### src/rtl/phy_rx_deser_if.sv
// phy_rx_deser_if: bundles the serial input and parallel lane outputs of the
// receive deserialiser.
//
// Ports (signals):
//   data_in    serial bit, MSB first, into the deserialiser
//   active     link locked and receiving
//   valid      one-cycle strobe per decoded data byte
//   data_out   LANES*WIDTH lane word, lane k at [k*WIDTH +: WIDTH]
//   valid_out  per-lane valid mask for data_out
//   out_stb    one-cycle strobe when data_out/valid_out update
//   state_dbg  current alignment FSM state (SEARCH=0, ALIGN=1, ACTIVE=2)
//
// Handshake: valid and out_stb are single-cycle strobes with no backpressure;
// the consumer must sample data_out/valid_out in the cycle out_stb is high
// (both are also held stable until the next strobe).
interface phy_rx_deser_if #(
    parameter int WIDTH = 8,
    parameter int LANES = 4
);
    logic                   data_in;
    logic                   active;
    logic                   valid;
    logic [LANES*WIDTH-1:0] data_out;
    logic [LANES-1:0]       valid_out;
    logic                   out_stb;
    logic [1:0]             state_dbg;

    // master: the deserialiser itself; slave: the lane consumer / source of bits
    modport master (
        input  data_in,
        output active, valid, data_out, valid_out, out_stb, state_dbg
    );
    modport slave (
        output data_in,
        input  active, valid, data_out, valid_out, out_stb, state_dbg
    );
endinterface

### src/rtl/phy_rx_deser.sv
// phy_rx_deser: serial receive path. Bit-slips on the COM symbol to find byte
// alignment, declares the link active after SYNC_COUNT consecutive aligned
// COMs, then distributes data bytes round-robin across LANES lanes. A full
// group is emitted as one lane word; a partial group is flushed by COM/IDL.
//
// Ports:
//   clk             bit-rate clock, rising edge
//   default_values  asynchronous active-low reset
//   bus             phy_rx_deser_if.master (data_in in; active, valid,
//                   data_out, valid_out, out_stb, state_dbg out)
module phy_rx_deser #(
    parameter int               WIDTH      = 8,
    parameter int               LANES      = 4,
    parameter logic [WIDTH-1:0] COM        = 8'hBC,
    parameter logic [WIDTH-1:0] IDL        = 8'h7C,
    parameter int               SYNC_COUNT = 4
) (
    input  logic              clk,
    input  logic              default_values,
    phy_rx_deser_if.master    bus
);
    localparam int PTR_W = $clog2(LANES);
    localparam int CNT_W = $clog2(SYNC_COUNT + 1);
    localparam int BIT_W = (WIDTH > 1) ? $clog2(WIDTH) : 1;
    localparam logic [PTR_W-1:0] PTR_LAST = PTR_W'(LANES - 1);
    localparam logic [BIT_W-1:0] BIT_LAST = BIT_W'(WIDTH - 1);
    localparam logic [CNT_W-1:0] CNT_SYNC = CNT_W'(SYNC_COUNT);

    typedef enum logic [1:0] {
        SEARCH = 2'd0,
        ALIGN  = 2'd1,
        ACTIVE = 2'd2
    } state_t;

    state_t                 state, state_next;
    logic [WIDTH-2:0]       sr;
    logic [WIDTH-1:0]       incoming;
    logic [BIT_W-1:0]       bit_cnt, bit_cnt_next;
    logic [CNT_W-1:0]       com_cnt, com_cnt_next, com_inc;
    logic [PTR_W-1:0]       ptr;
    logic [LANES*WIDTH-1:0] lane_buf, buf_new, flush_word;
    logic [LANES-1:0]       fill_mask;
    logic                   is_com, is_ctrl, boundary, data_evt, ctrl_evt;

    logic                   active_q, valid_q, out_stb_q;
    logic [LANES*WIDTH-1:0] data_out_q;
    logic [LANES-1:0]       valid_out_q;

    // The byte completing at this edge includes the bit being sampled now.
    assign incoming = {sr, bus.data_in};
    assign is_com   = (incoming == COM);
    assign is_ctrl  = is_com || (incoming == IDL);
    assign boundary = (bit_cnt == BIT_LAST);
    assign com_inc  = (com_cnt == CNT_SYNC) ? com_cnt : com_cnt + 1'b1;

    always_ff @(posedge clk or negedge default_values) begin
        if (!default_values) begin
            state   <= SEARCH;
            bit_cnt <= '0;
            com_cnt <= '0;
        end else begin
            state   <= state_next;
            bit_cnt <= bit_cnt_next;
            com_cnt <= com_cnt_next;
        end
    end

    always_comb begin
        state_next   = state;
        bit_cnt_next = bit_cnt;
        com_cnt_next = com_cnt;
        data_evt     = 1'b0;
        ctrl_evt     = 1'b0;
        case (state)
            SEARCH: begin
                // Bit-slip: every cycle is a candidate byte boundary.
                bit_cnt_next = '0;
                if (is_com) begin
                    com_cnt_next = CNT_W'(1);
                    state_next   = (SYNC_COUNT == 1) ? ACTIVE : ALIGN;
                end
            end
            ALIGN: begin
                bit_cnt_next = boundary ? '0 : bit_cnt + 1'b1;
                if (boundary) begin
                    if (is_com) begin
                        com_cnt_next = com_inc;
                        if (com_inc == CNT_SYNC) state_next = ACTIVE;
                    end else begin
                        com_cnt_next = '0;
                        state_next   = SEARCH;
                    end
                end
            end
            ACTIVE: begin
                // No loss-of-lock detection: stays here until reset.
                bit_cnt_next = boundary ? '0 : bit_cnt + 1'b1;
                if (boundary) begin
                    ctrl_evt = is_ctrl;
                    data_evt = !is_ctrl;
                end
            end
            default: state_next = SEARCH;
        endcase
    end

    // Buffer with the incoming byte placed at the current lane, and the
    // flush view that zeroes lanes not yet written in this group (they may
    // still hold bytes from an earlier group).
    always_comb begin
        buf_new    = lane_buf;
        flush_word = '0;
        fill_mask  = '0;
        for (int k = 0; k < LANES; k++) begin
            if (k == int'(ptr)) buf_new[k*WIDTH +: WIDTH] = incoming;
            if (k < int'(ptr)) begin
                flush_word[k*WIDTH +: WIDTH] = lane_buf[k*WIDTH +: WIDTH];
                fill_mask[k]                 = 1'b1;
            end
        end
    end

    always_ff @(posedge clk or negedge default_values) begin
        if (!default_values) begin
            sr          <= '0;
            ptr         <= '0;
            lane_buf    <= '0;
            active_q    <= 1'b0;
            valid_q     <= 1'b0;
            out_stb_q   <= 1'b0;
            data_out_q  <= '0;
            valid_out_q <= '0;
        end else begin
            sr        <= incoming[WIDTH-2:0];
            active_q  <= (state_next == ACTIVE);
            valid_q   <= data_evt;
            out_stb_q <= 1'b0;
            if (data_evt) begin
                lane_buf <= buf_new;
                if (ptr == PTR_LAST) begin
                    data_out_q  <= buf_new;
                    valid_out_q <= '1;
                    out_stb_q   <= 1'b1;
                    ptr         <= '0;
                end else begin
                    ptr <= ptr + 1'b1;
                end
            end
            if (ctrl_evt && (ptr != '0)) begin
                data_out_q  <= flush_word;
                valid_out_q <= fill_mask;
                out_stb_q   <= 1'b1;
                ptr         <= '0;
            end
        end
    end

    assign bus.active    = active_q;
    assign bus.valid     = valid_q;
    assign bus.out_stb   = out_stb_q;
    assign bus.data_out  = data_out_q;
    assign bus.valid_out = valid_out_q;
    assign bus.state_dbg = state;
endmodule

### src/flat_wrapper.sv
// flat-port wrapper written by rule: the top's interface ports become plain ports
module phy_rx_deser_flat 
#(
    parameter int               WIDTH      = 8,
    parameter int               LANES      = 4,
    parameter logic [WIDTH-1:0] COM        = 8'hBC,
    parameter logic [WIDTH-1:0] IDL        = 8'h7C,
    parameter int               SYNC_COUNT = 4
)
  (clk, default_values, bus_data_in, bus_active, bus_valid, bus_data_out, bus_valid_out, bus_out_stb, bus_state_dbg);
  phy_rx_deser_if #(.WIDTH(WIDTH), .LANES(LANES)) bus_i ();
  input  logic clk;
  input  logic default_values;
  input wire logic [$bits(bus_i.data_in)-1:0] bus_data_in;
  output wire logic [$bits(bus_i.active)-1:0] bus_active;
  output wire logic [$bits(bus_i.valid)-1:0] bus_valid;
  output wire logic [$bits(bus_i.data_out)-1:0] bus_data_out;
  output wire logic [$bits(bus_i.valid_out)-1:0] bus_valid_out;
  output wire logic [$bits(bus_i.out_stb)-1:0] bus_out_stb;
  output wire logic [$bits(bus_i.state_dbg)-1:0] bus_state_dbg;
  assign bus_i.data_in = bus_data_in;
  assign bus_active = bus_i.active;
  assign bus_valid = bus_i.valid;
  assign bus_data_out = bus_i.data_out;
  assign bus_valid_out = bus_i.valid_out;
  assign bus_out_stb = bus_i.out_stb;
  assign bus_state_dbg = bus_i.state_dbg;
  phy_rx_deser #(.WIDTH(WIDTH), .LANES(LANES), .COM(COM), .IDL(IDL), .SYNC_COUNT(SYNC_COUNT)) u_core (.clk(clk), .default_values(default_values), .bus(bus_i));
endmodule
### config.mk
export PLATFORM = sky130hd
export DESIGN_NAME = phy_rx_deser_flat
export DESIGN_NICKNAME = d
export VERILOG_FILES = /design/src/rtl/phy_rx_deser_if.sv /design/src/rtl/phy_rx_deser.sv /design/src/flat_wrapper.sv
export SDC_FILE = /design/constraint.sdc
export NUM_CORES = 1
export LEC_CHECK = 0
export BUFFER_PORTS_ARGS = -buffer_cell sky130_fd_sc_hd__buf_4
export CAP_MARGIN = 30
export CORE_UTILIZATION = 45
export DETAILED_ROUTE_END_ITERATION = 12
export PLACE_DENSITY = 0.68
export SYNTH_ARGS = -nofsm -noshare
export SYNTH_HDL_FRONTEND = slang
export SYNTH_SLANG_ARGS = --single-unit
### constraint.sdc
create_clock -name clk -period 6.8 [get_ports clk]
set_input_delay 0.34 -clock clk [delete_from_list [all_inputs] [get_ports clk]]
set_output_delay 0.34 -clock clk [all_outputs]
set_load 0.02 [all_outputs]
==> metrics.txt <==
crit share post-route=44.8%; Pre-Repair DR Iteration Count=4; Leak=2.05 nW; Tmin final=3.04 ns; CP endpoint kind=register; most frequent cells in the layout=dfrtp_1 (80), buf_4 (45), mux2i_1 (41); # diodes=0; unrepaired setup endpoints after global routing=no; Worst Setup Start Kind=register; Critical Path RT=7.02 ns; Slew Limit Headroom=41.7%; clk buf depth=2; initial antenna violation count=0; global-route wire length before repair=12.4 mm; Port Buffer Count=43; initial drt markers=145; CP arrival=3.27 ns; pins over their slew limit=0; CTS tree=built; worst vdd ir=122 uV; worst min-delay path class=in -> reg; CP max stage cell=nor4_4; number of max-cap violations=0; CP cell instances=inv_1, ha_1, nand3b_1, nor4_4, nor2_8, inv_8, mux2_2; core area=8300 um^2; CTS Buf Count=9; DRT Wirelength=7.64 mm; post-synthesis area per instance=11.7 um^2; EDFF count, synth=0; largest net degree at the start of global routing=81; CTS Sinks=80; vias in the first global route=2,459; post-route ant nets=0; GR Overflow Total=0; Chip Width=95.0 um; Worst-Skew Late Latency=0.34 ns; Cells after Synth=332; count of cell types in the netlist=52; gpl congestion=0.863; final hold vios=0; post-synthesis sequential area ratio=51.4%; final clock skew=0.00811 ns; #FFs+latches synth=80; Async S/R FF share, synth=100%; slew of the pin with the lowest slew margin=0.874 ns; Vias/cell=5.48; Finished Core Util=53.4%; most common cell after layout, fill and taps aside=dfrtp_1; CP Class=reg -> reg; layout cells sized above 1=24.7%; CTS H-tree lvls=3; I/O Pins=44; WP buf/inv=2; total die area=9030 um^2; Layout area overhead=13.8%; post-CTS setup buffer count=0; syn_nets=349; Power Density=196 nW/um^2; GRT Util Overall=18.2%; Worst-path clk slew=0.07 ns; status=completed; # rows=33; Setup-failing EPs final=0; top_reg_cell synth=dfrtp_1; Syn Std Cell Area=3890 um^2; highest clock rate=328 MHz; DRC Markers=0; starting density of the core=46.9%; WL/cell=16.0 um; fin nets=386; worst stage delay on the critical path=0.63 ns; Chip Height=95.0 um; Syn. warnings=0; hpwl dp=4.80 mm; worst-path fanout max=27; Setup TNS=0 ns; clock root cell=clkbuf_8; cell family with most CP delay=simple AND/OR/NAND/NOR gates; Vias=2,621
## stage by stage
step                instances  instance area (um^2)  power (mW)  worst slack (ns)  hold WS [ns]
finish                    478                  4430       0.869              3.76         0.196
CTS                       476                  4400       0.879              3.77         0.186
detailed placement        461                  4240       0.588              3.79         0.473
global placement          461                  4240       0.586              3.88         0.471
global route              478                  4430       0.911              3.59         0.179
floorplan                 332                  3890       0.553              4.38        0.0444
## per-layer routing
layer | wire length (um) | vias up | GRT usage (%)
met5 | 0 | - | 0
met3 | 277 | 10 | 5.10
met1 | 3630 | 1300 | 23.6
li1 | - | 1253 | -
met2 | 3610 | 58 | 28.8
met4 | 130 | 0 | 7.07
## path summary, 6_finish.rpt
| path | from | end | slack (ns) | cells past startpoint |
|---|---|---|---|---|
| min in group asynchronous | default_values | u_core.bus.data_out[17] | 0.48 | 2 |
| worst min-delay path | bus_data_in | u_core.sr[0] | 0.20 | 1 |
| max in group asynchronous | default_values | u_core.bus.data_out[24] | 5.74 | 3 |
| worst min register to register | u_core.bus.valid_out[3] | u_core.bus.valid_out[3] | 0.49 | 1 |
| worst max-delay path | u_core.ptr[1] | u_core.bus.data_out[10] | 3.76 | 7 |
| worst max register to register | u_core.ptr[1] | u_core.bus.data_out[10] | 3.76 | 7 |
## synth_stat cells (2+ instances only)
master	number	share of area, %
inv_1	10	0.96
mux2_2	15	4.3
nor3_1	8	1.0
o21ai_0	6	0.77
buf_1	6	0.58
nand3b_1	3	0.58
a21oi_1	29	3.7
ha_1	14	4.5
mux2_4	9	3.5
a21o_1	2	0.39
a22o_1	9	2.0
buf_6	3	0.87
a2bb2oi_2	2	0.77
nor4b_1	3	0.67
nand2_1	28	2.7
nand3_1	3	0.39
dfrtp_1	80	51
buf_2	4	0.51
clkbuf_1	5	0.48
nor2_1	21	2.0
mux2i_1	41	11
## where the power goes
group          internal (mW)  switching [mW]
clock network          0.129           0.160
logic                 0.0326          0.0410
registers              0.489          0.0173
## logic make-up after synthesis
group                      synth area share, %
DFF                                       51.4
and+or+nand+nor                           10.3
muxes                                     18.3
AOI/OAI and AO/OA                         10.7
buffers and inverters                     4.53
adders and majority gates                 4.50
xor gates and xnor gates                 0.225
## repair_timing
item,4_1_cts,5_1_grt
hold endpoints to repair,0,32
resized for setup,0,0
hold buffers,0,1
## registers in the layout, indices dropped and copies added (netlist names)
register,count
u_core.sr,7
u_core.lane_buf,24
u_core.bit_cnt,3
u_core.bus.active,1
u_core.bus.valid_out,4
u_core.bus.state_dbg,2
u_core.bus.out_stb,1
u_core.bus.data_out,32
u_core.ptr,2
u_core.com_cnt,3
u_core.bus.valid,1
## final cells by class
type / count / area, um^2
well taps: 105 / 131
multi-input cells: 220 / 1720
flip-flops and latches: 80 / 2000
repair buffers: 47 / 375
fillers: 708 / 3860
clock buffers: 11 / 131
inverters: 11 / 48.8
clock inverters: 4 / 22.5
Power figures use the tool's default switching activity.
